<file path="config.mk">
export PLATFORM = sky130hd
export DESIGN_NAME = ifetch
export DESIGN_NICKNAME = d
export VERILOG_FILES = /design/src/rtl/ifetch_pkg.sv /design/src/rtl/ifetch_fifo.sv /design/src/rtl/ifetch.sv
export SDC_FILE = /design/constraint.sdc
export NUM_CORES = 1
export LEC_CHECK = 0
export CAP_MARGIN = 40
export CORE_UTILIZATION = 50
export CTS_BUF_LIST = sky130_fd_sc_hd__clkbuf_8
export DETAILED_ROUTE_END_ITERATION = 12
export GPL_ROUTABILITY_DRIVEN = 0
export GPL_TIMING_DRIVEN = 1
export PLACE_DENSITY = 0.84
export SLEW_MARGIN = 0
export SYNTH_ARGS = -nofsm -noshare
export SYNTH_HDL_FRONTEND = slang
export SYNTH_SLANG_ARGS = --single-unit
</file>
<file path="constraint.sdc">
create_clock -name clk -period 16.3 [get_ports clk]
set_clock_uncertainty 0.1 [all_clocks]
set_input_delay 4.075 -clock clk [delete_from_list [all_inputs] [get_ports clk]]
set_output_delay 4.075 -clock clk [all_outputs]
set_load 0.005 [all_outputs]
</file>
<file path="src/rtl/ifetch_pkg.sv">
// Fetch-stage types shared by ifetch and its consumers (package pipes).
// Entry layout, FSM encoding and reset fetch address live here.
package pipes;

  typedef logic [63:0] word_t;

  localparam word_t       PCINIT_DEFAULT = 64'h0000_0000_8000_0000;
  localparam logic [31:0] NOP_INSTR      = 32'h0000_0013;

  typedef struct packed {
    logic [31:0] raw_instr;
    word_t       pc;
  } fetch_data_t;

  // Buffered entry: decode payload plus the misaligned-fetch flag.
  typedef struct packed {
    logic        exc;
    fetch_data_t data;
  } fetch_entry_t;

  typedef enum logic [1:0] {
    IDLE    = 2'd0,
    REQ     = 2'd1,
    DISCARD = 2'd2
  } ifetch_state_t;

  function automatic logic pc_misaligned(input word_t a);
    return a[1:0] != 2'b00;
  endfunction

endpackage

</file>
<file path="src/rtl/ifetch_fifo.sv">
// Generic 2-entry FIFO with flush; head is the oldest entry, valid when !empty.
// Latency: push visible at head next cycle. Backpressure: push while full needs a same-cycle pop.
module ifetch_fifo #(
  parameter int W = 8
) (
  input  logic         clk,
  input  logic         reset,
  input  logic         push,
  input  logic [W-1:0] push_data,
  input  logic         pop,
  input  logic         flush,
  output logic         full,
  output logic         empty,
  output logic [W-1:0] head
);

  logic [W-1:0] mem [2];
  logic         rd_ptr;
  logic         wr_ptr;
  logic [1:0]   count;
  logic         do_push;
  logic         do_pop;

  assign do_pop  = pop && !empty;
  assign do_push = push && (!full || do_pop);

  always_ff @(posedge clk) begin
    if (reset || flush) begin
      rd_ptr <= 1'b0;
      wr_ptr <= 1'b0;
      count  <= 2'd0;
    end else begin
      if (do_push) wr_ptr <= ~wr_ptr;
      if (do_pop)  rd_ptr <= ~rd_ptr;
      count <= count + {1'b0, do_push} - {1'b0, do_pop};
    end
  end

  // Storage needs no reset; the pointers and count define what is valid.
  always_ff @(posedge clk) begin
    if (do_push && !flush && !reset) mem[wr_ptr] <= push_data;
  end

  assign full  = (count == 2'd2);
  assign empty = (count == 2'd0);
  assign head  = mem[rd_ptr];

endmodule

</file>
<file path="src/rtl/ifetch.sv">
// Instruction fetch: one outstanding bus request, 2-entry buffer to decode, redirect handling.
// Latency: response -> fd_valid next cycle. Backpressure: stops issuing while buffer is full.
// Optional IFETCH_MISALIGN_CHECK_EN: misaligned redirect targets yield an exception entry.
module ifetch
  import pipes::*;
#(
  parameter word_t PCINIT = PCINIT_DEFAULT
) (
  input  logic        clk,
  input  logic        reset,
  output logic        ireq_valid,
  output logic [63:0] ireq_addr,
  input  logic        iresp_data_ok,
  input  logic [31:0] iresp_data,
  output logic        fd_valid,
  input  logic        fd_ready,
  output fetch_data_t fd_data,
  output logic        fd_exc,
  input  logic        redirect_valid,
  input  logic [63:0] redirect_pc
);

  ifetch_state_t state, state_n;
  word_t         pc, pc_n;
  word_t         req_addr, req_addr_n;
  word_t         cur_addr;
  logic          halt, halt_n;
  logic          misal_pend, misal_pend_n;
  logic          mis_redirect;
  logic          issue_idle;
  logic          keep;
  logic          misal_push;
  logic          push;
  logic          pop;
  logic          fifo_full;
  logic          fifo_empty;
  logic [1:0]    occ;
  logic [1:0]    occ_after;
  fetch_entry_t  push_entry;
  fetch_entry_t  head_entry;

`ifdef IFETCH_MISALIGN_CHECK_EN
  assign mis_redirect = pc_misaligned(redirect_pc);
`else
  assign mis_redirect = 1'b0;
`endif

  // IDLE issues combinationally so a freed slot or a fresh reset costs no bubble;
  // a redirect in the same cycle suppresses it so the new target goes out next cycle.
  assign issue_idle = (state == IDLE) && !halt && !misal_pend && !fifo_full && !redirect_valid;
  assign cur_addr   = (state == IDLE) ? pc : req_addr;
  assign ireq_valid = !reset && ((state == REQ) || (state == DISCARD) || issue_idle);
  assign ireq_addr  = cur_addr;

  assign keep       = !redirect_valid && iresp_data_ok && ((state == REQ) || issue_idle);
  assign misal_push = !redirect_valid && (state == IDLE) && misal_pend;
  assign push       = keep || misal_push;
  assign pop        = fd_valid && fd_ready && !redirect_valid;

  assign occ       = {fifo_full, !fifo_full && !fifo_empty};
  assign occ_after = occ + {1'b0, push} - {1'b0, pop};

  always_comb begin
    push_entry = '0;
    if (misal_push) begin
      push_entry.exc            = 1'b1;
      push_entry.data.raw_instr = NOP_INSTR;
      push_entry.data.pc        = pc;
    end else begin
      push_entry.exc            = 1'b0;
      push_entry.data.raw_instr = iresp_data;
      push_entry.data.pc        = cur_addr;
    end
  end

  always_comb begin
    state_n      = state;
    pc_n         = pc;
    req_addr_n   = req_addr;
    halt_n       = halt;
    misal_pend_n = misal_pend;
    if (redirect_valid) begin
      pc_n         = redirect_pc;
      halt_n       = mis_redirect;
      misal_pend_n = mis_redirect;
      case (state)
        // A request still on the bus must complete before the new target goes out.
        REQ, DISCARD: state_n = iresp_data_ok ? IDLE : DISCARD;
        default:      state_n = IDLE;
      endcase
    end else begin
      case (state)
        IDLE: begin
          if (misal_pend) begin
            misal_pend_n = 1'b0;
          end else if (issue_idle) begin
            req_addr_n = pc;
            state_n    = REQ;
            if (iresp_data_ok) begin
              pc_n       = pc + 64'd4;
              req_addr_n = pc + 64'd4;
              state_n    = (occ_after < 2'd2) ? REQ : IDLE;
            end
          end
        end
        REQ: begin
          if (iresp_data_ok) begin
            pc_n       = pc + 64'd4;
            req_addr_n = pc + 64'd4;
            state_n    = (occ_after < 2'd2) ? REQ : IDLE;
          end
        end
        DISCARD: begin
          if (iresp_data_ok) state_n = IDLE;
        end
        default: state_n = IDLE;
      endcase
    end
  end

  always_ff @(posedge clk) begin
    if (reset) begin
      state      <= IDLE;
      pc         <= PCINIT;
      req_addr   <= PCINIT;
      halt       <= 1'b0;
      misal_pend <= 1'b0;
    end else begin
      state      <= state_n;
      pc         <= pc_n;
      req_addr   <= req_addr_n;
      halt       <= halt_n;
      misal_pend <= misal_pend_n;
    end
  end

  ifetch_fifo #(
    .W($bits(fetch_entry_t))
  ) u_fifo (
    .clk       (clk),
    .reset     (reset),
    .push      (push),
    .push_data (push_entry),
    .pop       (pop),
    .flush     (redirect_valid),
    .full      (fifo_full),
    .empty     (fifo_empty),
    .head      (head_entry)
  );

  assign fd_valid = !fifo_empty && !reset;
  assign fd_data  = head_entry.data;
  assign fd_exc   = fd_valid && head_entry.exc;

endmodule

</file>
After elaboration in Yosys (flattened, before gate mapping)

Memory sizes are Yosys's and may differ from the RTL's. A register that Yosys moved wholly into a read port is not among the register bits.
Index checks and enable logic that the tools add are counted.

Bitwise logic cells: 3
$add $sub $neg: 5
Equal/unequal tests: 8
Magnitude comparators: 1
Multiplexer cells: 20
Reduce and logical (&&, ||, !) cells: 31

Operators by type and width:

| kind                                               | count |
|---|---|
| 2-to-1 mux 64 bit                                  | 5 |
| one-hot mux 64 bit (2 select lines)                | 2 |
| adder 64 x 3 -> 64 bit (second input constant)     | 1 |
| logical AND 1 bit                                  | 13 |
| 2-to-1 mux 2 bit                                   | 6 |
| != test 3 bit (second input constant)              | 3 |
| 2-to-1 mux 1 bit                                   | 6 |
| one-hot mux 2 bit (3 select lines)                 | 1 |
| logical OR 1 bit                                   | 5 |
| adder 2 x 1 -> 2 bit                               | 2 |
| == test 2 bit (second input constant)              | 2 |
| zero test 1 bit                                    | 4 |
| zero test 2 bit                                    | 2 |
| != test 2 bit (second input constant)              | 2 |
| AND reduction 4 bit                                | 1 |
| subtractor 2 x 1 -> 2 bit                          | 2 |
| NOT 1 bit                                          | 3 |
| AND reduction 3 bit                                | 1 |
| nonzero test 3 bit                                 | 1 |
| == test 2 x 1 -> 1 bit (second input constant)     | 1 |
| less-than comparator 2 bit (second input constant) | 1 |
| AND reduction 2 bit                                | 1 |
| nonzero test 2 bit                                 | 1 |
| OR reduction 2 bit                                 | 1 |
| logical AND 1 bit (second input constant)          | 1 |

Register bits: 134
Output and inout bits: 163
Logic and storage cells: 75
RAM bits: 192
Memories: 1
Input port bits: 101

Memory list:

| memory     | words | width | rd ports | clocked after Yosys merged registers in | write ports | line              | source |
|---|---|---|---|---|---|---|---|
| u_fifo.mem | 2     | 96    | 1        | 1                                       | 1           | ifetch_fifo.sv:17 | `logic [W-1:0] mem [2];` |

Logic depth before layout (Yosys ltp)

Depth after elaboration: 14
Mapped depth: 11
Gate-level depth less buffers: 8

Hierarchy

A second synthesis with hierarchy kept.

Cells, all modules: 1388
Area, all modules: 15488.6 um2

By module, submodules not included:

| module      | cells an instance | seq. area each (um2) | times used | area an instance (um2) |
|---|---|---|---|---|
| ifetch      | 1058              | 2602.5               | 1          | 8251.7 |
| ifetch_fifo | 330               | 5925.7               | 1          | 7236.9 |

Least setup slack after synthesis

OpenSTA, ideal clock, no wires.

Kind: input to register
Start: input iresp_data_ok
End: memory u_fifo.mem[0][0] (netlist bit), enable pin
Setup time: 0.688 ns
Stages: 5
Path buffers: 2
Data arrival time: 12.027 ns
Required time: 15.512 ns
Setup slack: 3.484 ns
Cells stage by stage: clkbuf_1 clkbuf_1 nand2_1 nor3_1 nor3b_1

Cells in the longest elaborated chain, start to end: 7

Ends and longest elaborated chain:

| element                                | line              | source |
|---|---|---|
| from (decl)                            | ifetch.sv:13      | `input logic iresp_data_ok,` |
| logical AND 1 bit (2 in series)        | ifetch.sv:55      | `assign keep = !redirect_valid && iresp_data_ok && ((state == REQ) \|\| issue_idle);` |
| logical AND 1 bit                      | ifetch_fifo.sv:25 | `assign do_push = push && (!full \|\| do_pop);` |
| named net u_fifo.do_push               | ifetch_fifo.sv:21 | `logic do_push;` |
| logical AND 1 bit (2 in series)        | ifetch_fifo.sv:41 | `if (do_push && !flush && !reset) mem[wr_ptr] <= push_data;` |
| 2-to-1 mux 1 bit                       | ifetch_fifo.sv:41 |  |
| 2-to-1 mux 1 bit (not written as such) | ifetch_fifo.sv:41 |  |
| to (decl)                              | ifetch_fifo.sv:17 |  |

The timed path passes the listed nets, and every way through them passes these cells.

Worst setup path in the final report

Start: input redirect_valid
End: output ireq_valid

Cells in the longest elaborated chain, start to end: 4

Ends and longest elaborated chain:

| element           | line         | source |
|---|---|---|
| from (decl)       | ifetch.sv:19 | `input logic redirect_valid,` |
| zero test 1 bit   | ifetch.sv:50 | `assign issue_idle = (state == IDLE) && !halt && !misal_pend && !fifo_full && !redirect_valid;` |
| logical AND 1 bit | ifetch.sv:50 |  |
| logical OR 1 bit  | ifetch.sv:52 | `assign ireq_valid = !reset && ((state == REQ) \|\| (state == DISCARD) \|\| issue_idle);` |
| logical AND 1 bit | ifetch.sv:52 |  |
| to (decl)         | ifetch.sv:11 | `output logic ireq_valid,` |

No other way between the ends.

==> results.md <==
- Status: finished clean
- I/O pin cnt: around 260
- CP most frequent cell: clkdlybuf4s50_1
- Pwr/cell area: ~96 nW/um^2
- Crit path DAT: 6300 ps
- Fill cells: 2428
- DRC Markers: 0
- Ys Warns: 0
- Mapped Avg Cell Area: 11.0 sq um
- Worst R2R Path Depth: 9
- Global-route wire length before repair: roughly 64000 microns
- Die Height: 178 microns
- Nets@finish: 1737
- Avg WL per Cell: around 20 microns
- H-tree levels: 2
- Largest net degree at the start of global routing: 76
- Total GRT Usage: 26.1%
- Crit Path Max Fanout: 42
- Max-slew headroom: 32.2%
- 1st-iter DRT viols: 1417
- Mapped Cells: around 1.4k
- Clk buf depth: 3
- Crit path cell chain: clkdlybuf4s50_1, buf_4, inv_2, a31oi_1, nor2_1, clkdlybuf4s50_1
- Avg Vias per Cell: 5.94
- Die Area: 31700 sq um
- Initial core utilization: 50.7%
- Fin. Hold Viols: 0
- Seq/Total Area, Yosys: 54.6%
- Die Width: 178 microns
- Max Fclk: 0.0955 GHz
- Crit path max-delay family: buffers and inverters
- EDFF count, synth: 192
- Synthesis-to-finish area growth: 24.9%
- Max-capacitance violation count: 0
- Worst setup EP type: output port
- TritonCTS clock tree: done
- Post-synth cell types: 64
- Antenna viol nets, final: 0
- Postcts setup bufs: 0
- CORE AREA: 30600 sq um
- CTS clk-pin slew, worst paths: 60 ps
- RSZ-0062 raised after global routing: no
- Slowest CP cell: inv_2
- Reg2Reg Setup Slack: 12520 ps
- HP Class: flip-flop to flip-flop
- Post-Synthesis Cell Area: 15500 sq um
- Slew @ Worst Pin: 1010 ps
- Skew-Pair Late Insertion Delay: 610 ps
- FP Rows: between 60 and 70
- Grt ovf: 0
- Count of input and output buffers: 262
- Final min period: around 10000 ps
- Leak: ~0.0066 uW
- Fin Setup TNS: 0 ps
- Fraction of registers with async set/reset: 0%
- DR pass1 iterations: 6
- Setup violations, final: 0
- Routed Wire Length: 42200 microns
- CTS Sinks: 327
- Initial antenna violation count: 0
- DP Wirelength: 28100 microns
- Post-CTS Resized: 0
- Worst path bufs/invs: 4
- Fraction of layout cells with a size suffix above 1: 17.1%
- Flops & latches, synth: 327
- Hold_buf cts: 0
- Tcrit/Tclk final: 64.3%
- Vias in the first global route: 11.9k
- Antenna diode count: 0
- Via count: 12.3k
- Syn Nets: 1524
- Final Max Tran Viols: 0
- Slowest stage delay, CP: 650 ps
- Critical Path Source Type: primary input
- Total CTS buffers: 53
- Required @ worst endpoint: 12120 ps
- Kind of critical path: primary input to output port
- Max VDD drop: 0.0669 mV
- Ys flop type: edfxtp_1
- CTS root buffer: clkbuf_8
- Pwr Total: approximately 1900 uW
- Worst hold path depth: 2
- Stages on the worst setup path: 6
worst min-delay path: cells and delay by family, from the launching register on:
kind | cells | cell delay, ps
AND/OR/NAND/NOR | 2 | 90
flip-flops | 1 | 310
cell type report:
| cell class | instances | area (sq um) | share of cell area [%] |
|---|---|---|---|
| timing repair buffer | 282 | 2810 | 14.5 |
| multi-input combinational | 954 | 6530 | 33.7 |
| sequential | 327 | 8470 | 43.8 |
| tap | 396 | 495 | 2.56 |
| inverter | 11 | 41.3 | 0.213 |
| clock buffer | 61 | 840 | 4.34 |
| clock inverter | 39 | 175 | 0.905 |
sequential cells by signal (all words and copies together) (netlist names), named ones only:
| signal | flops |
|---|---|
| pc | 64 |
| req_addr | 64 |
| state | 2 |
| u_fifo.count | 2 |
| u_fifo.mem | 192 |
| u_fifo.rd_ptr | 1 |
| u_fifo.wr_ptr | 1 |
routing by layer:
metal | GRT usage (%) | vias up | share of wire, %
li1 | - | 5695 | -
met1 | 34.2 | 5843 | 42
met2 | 41.9 | 643 | 46
met3 | 6.07 | 112 | 8.9
met4 | 9.86 | 0 | 3.0
met5 | 0 | - | 0
per-stage QoR:
| step | instances | hold slack, ps | utilization [%] | setup WS (ps) | instance area (sq um) |
|---|---|---|---|---|---|
| floorplan | 1416 | 312 | - | 3480 | 15500 |
| global placement | 1965 | 328 | 59.7 | 5870 | 18300 |
| detailed placement | 1970 | 340 | 60.0 | 5890 | 18300 |
| CTS | 2070 | 348 | 63.3 | 5870 | 19400 |
| global route | 2070 | 368 | 63.3 | 5730 | 19400 |
| finish | 2070 | 348 | 63.3 | 5830 | 19400 |
worst paths after layout:
path / start / end
setup / recovery: redirect_valid / ireq_valid
hold / removal: req_addr[63] / req_addr[63]
setup reg to reg: state[0] / req_addr[29]
hold reg to reg: req_addr[63] / req_addr[63]
Yosys cell counts, types with 13 or more instances:
master / count / area [sq um]
a311oi_1: 13 / 114
nor4_1: 22 / 138
mux2_2: 164 / 1850
edfxtp_1: 192 / 5770
nand3_1: 32 / 160
mux2i_1: 13 / 130
nor2_1: 141 / 529
nand2_1: 97 / 364
clkbuf_1: 86 / 323
xnor2_1: 49 / 429
buf_2: 18 / 90.1
or3_1: 20 / 125
dfxtp_1: 135 / 2700
nor3_1: 59 / 295
o21ai_0: 38 / 190
a21oi_1: 62 / 310
o22ai_1: 21 / 131
buf_1: 16 / 60.1
a211oi_1: 54 / 405
xor2_1: 16 / 140
nand4_1: 32 / 200
kinds of logic (layout without fill, tap and decap cells):
kind of cell / after synthesis / after routing / synth area share (%)
compound gates: 246 / 246 / 10.3
xor+xnor: 65 / 65 / 3.67
flops: 327 / 327 / 54.6
buf+inv: 135 / 393 / 3.46
fa+ha+maj: 7 / 7 / 0.565
mux: 177 / 177 / 12.7
simple gates: 458 / 458 / 14.6
other cells: 1 / 1 / 0.0242
cells in the final DEF (no fill, tap or decap), types with 7 or more instances in the layout:
master / count
a211oi_1: 54
a21oi_1: 62
a311oi_1: 13
and3_1: 11
buf_4: 16
clkbuf_8: 61
clkdlybuf4s50_1: 260
clkinv_1: 10
clkinv_2: 12
dfxtp_1: 134
edfxtp_1: 192
inv_1: 24
mux2_2: 164
mux2i_1: 13
nand2_1: 97
nand3_1: 32
nand4_1: 32
nor2_1: 139
nor3_1: 59
nor4_1: 22
o21a_1: 8
o21ai_0: 38
o21bai_1: 8
o22ai_1: 21
or2_2: 7
or3_1: 20
xnor2_1: 49
xor2_1: 16
power by group:
| part | switching [uW] | internal, uW | leakage [uW] |
|---|---|---|---|
| Sequential | 33.0 | 915 | 0.00290 |
| Clock | 329 | 344 | 0.000585 |
| Combinational | 119 | 121 | 0.00309 |
| Total | 481 | 1380 | 0.00657 |
(Power assumes the default switching activity.)
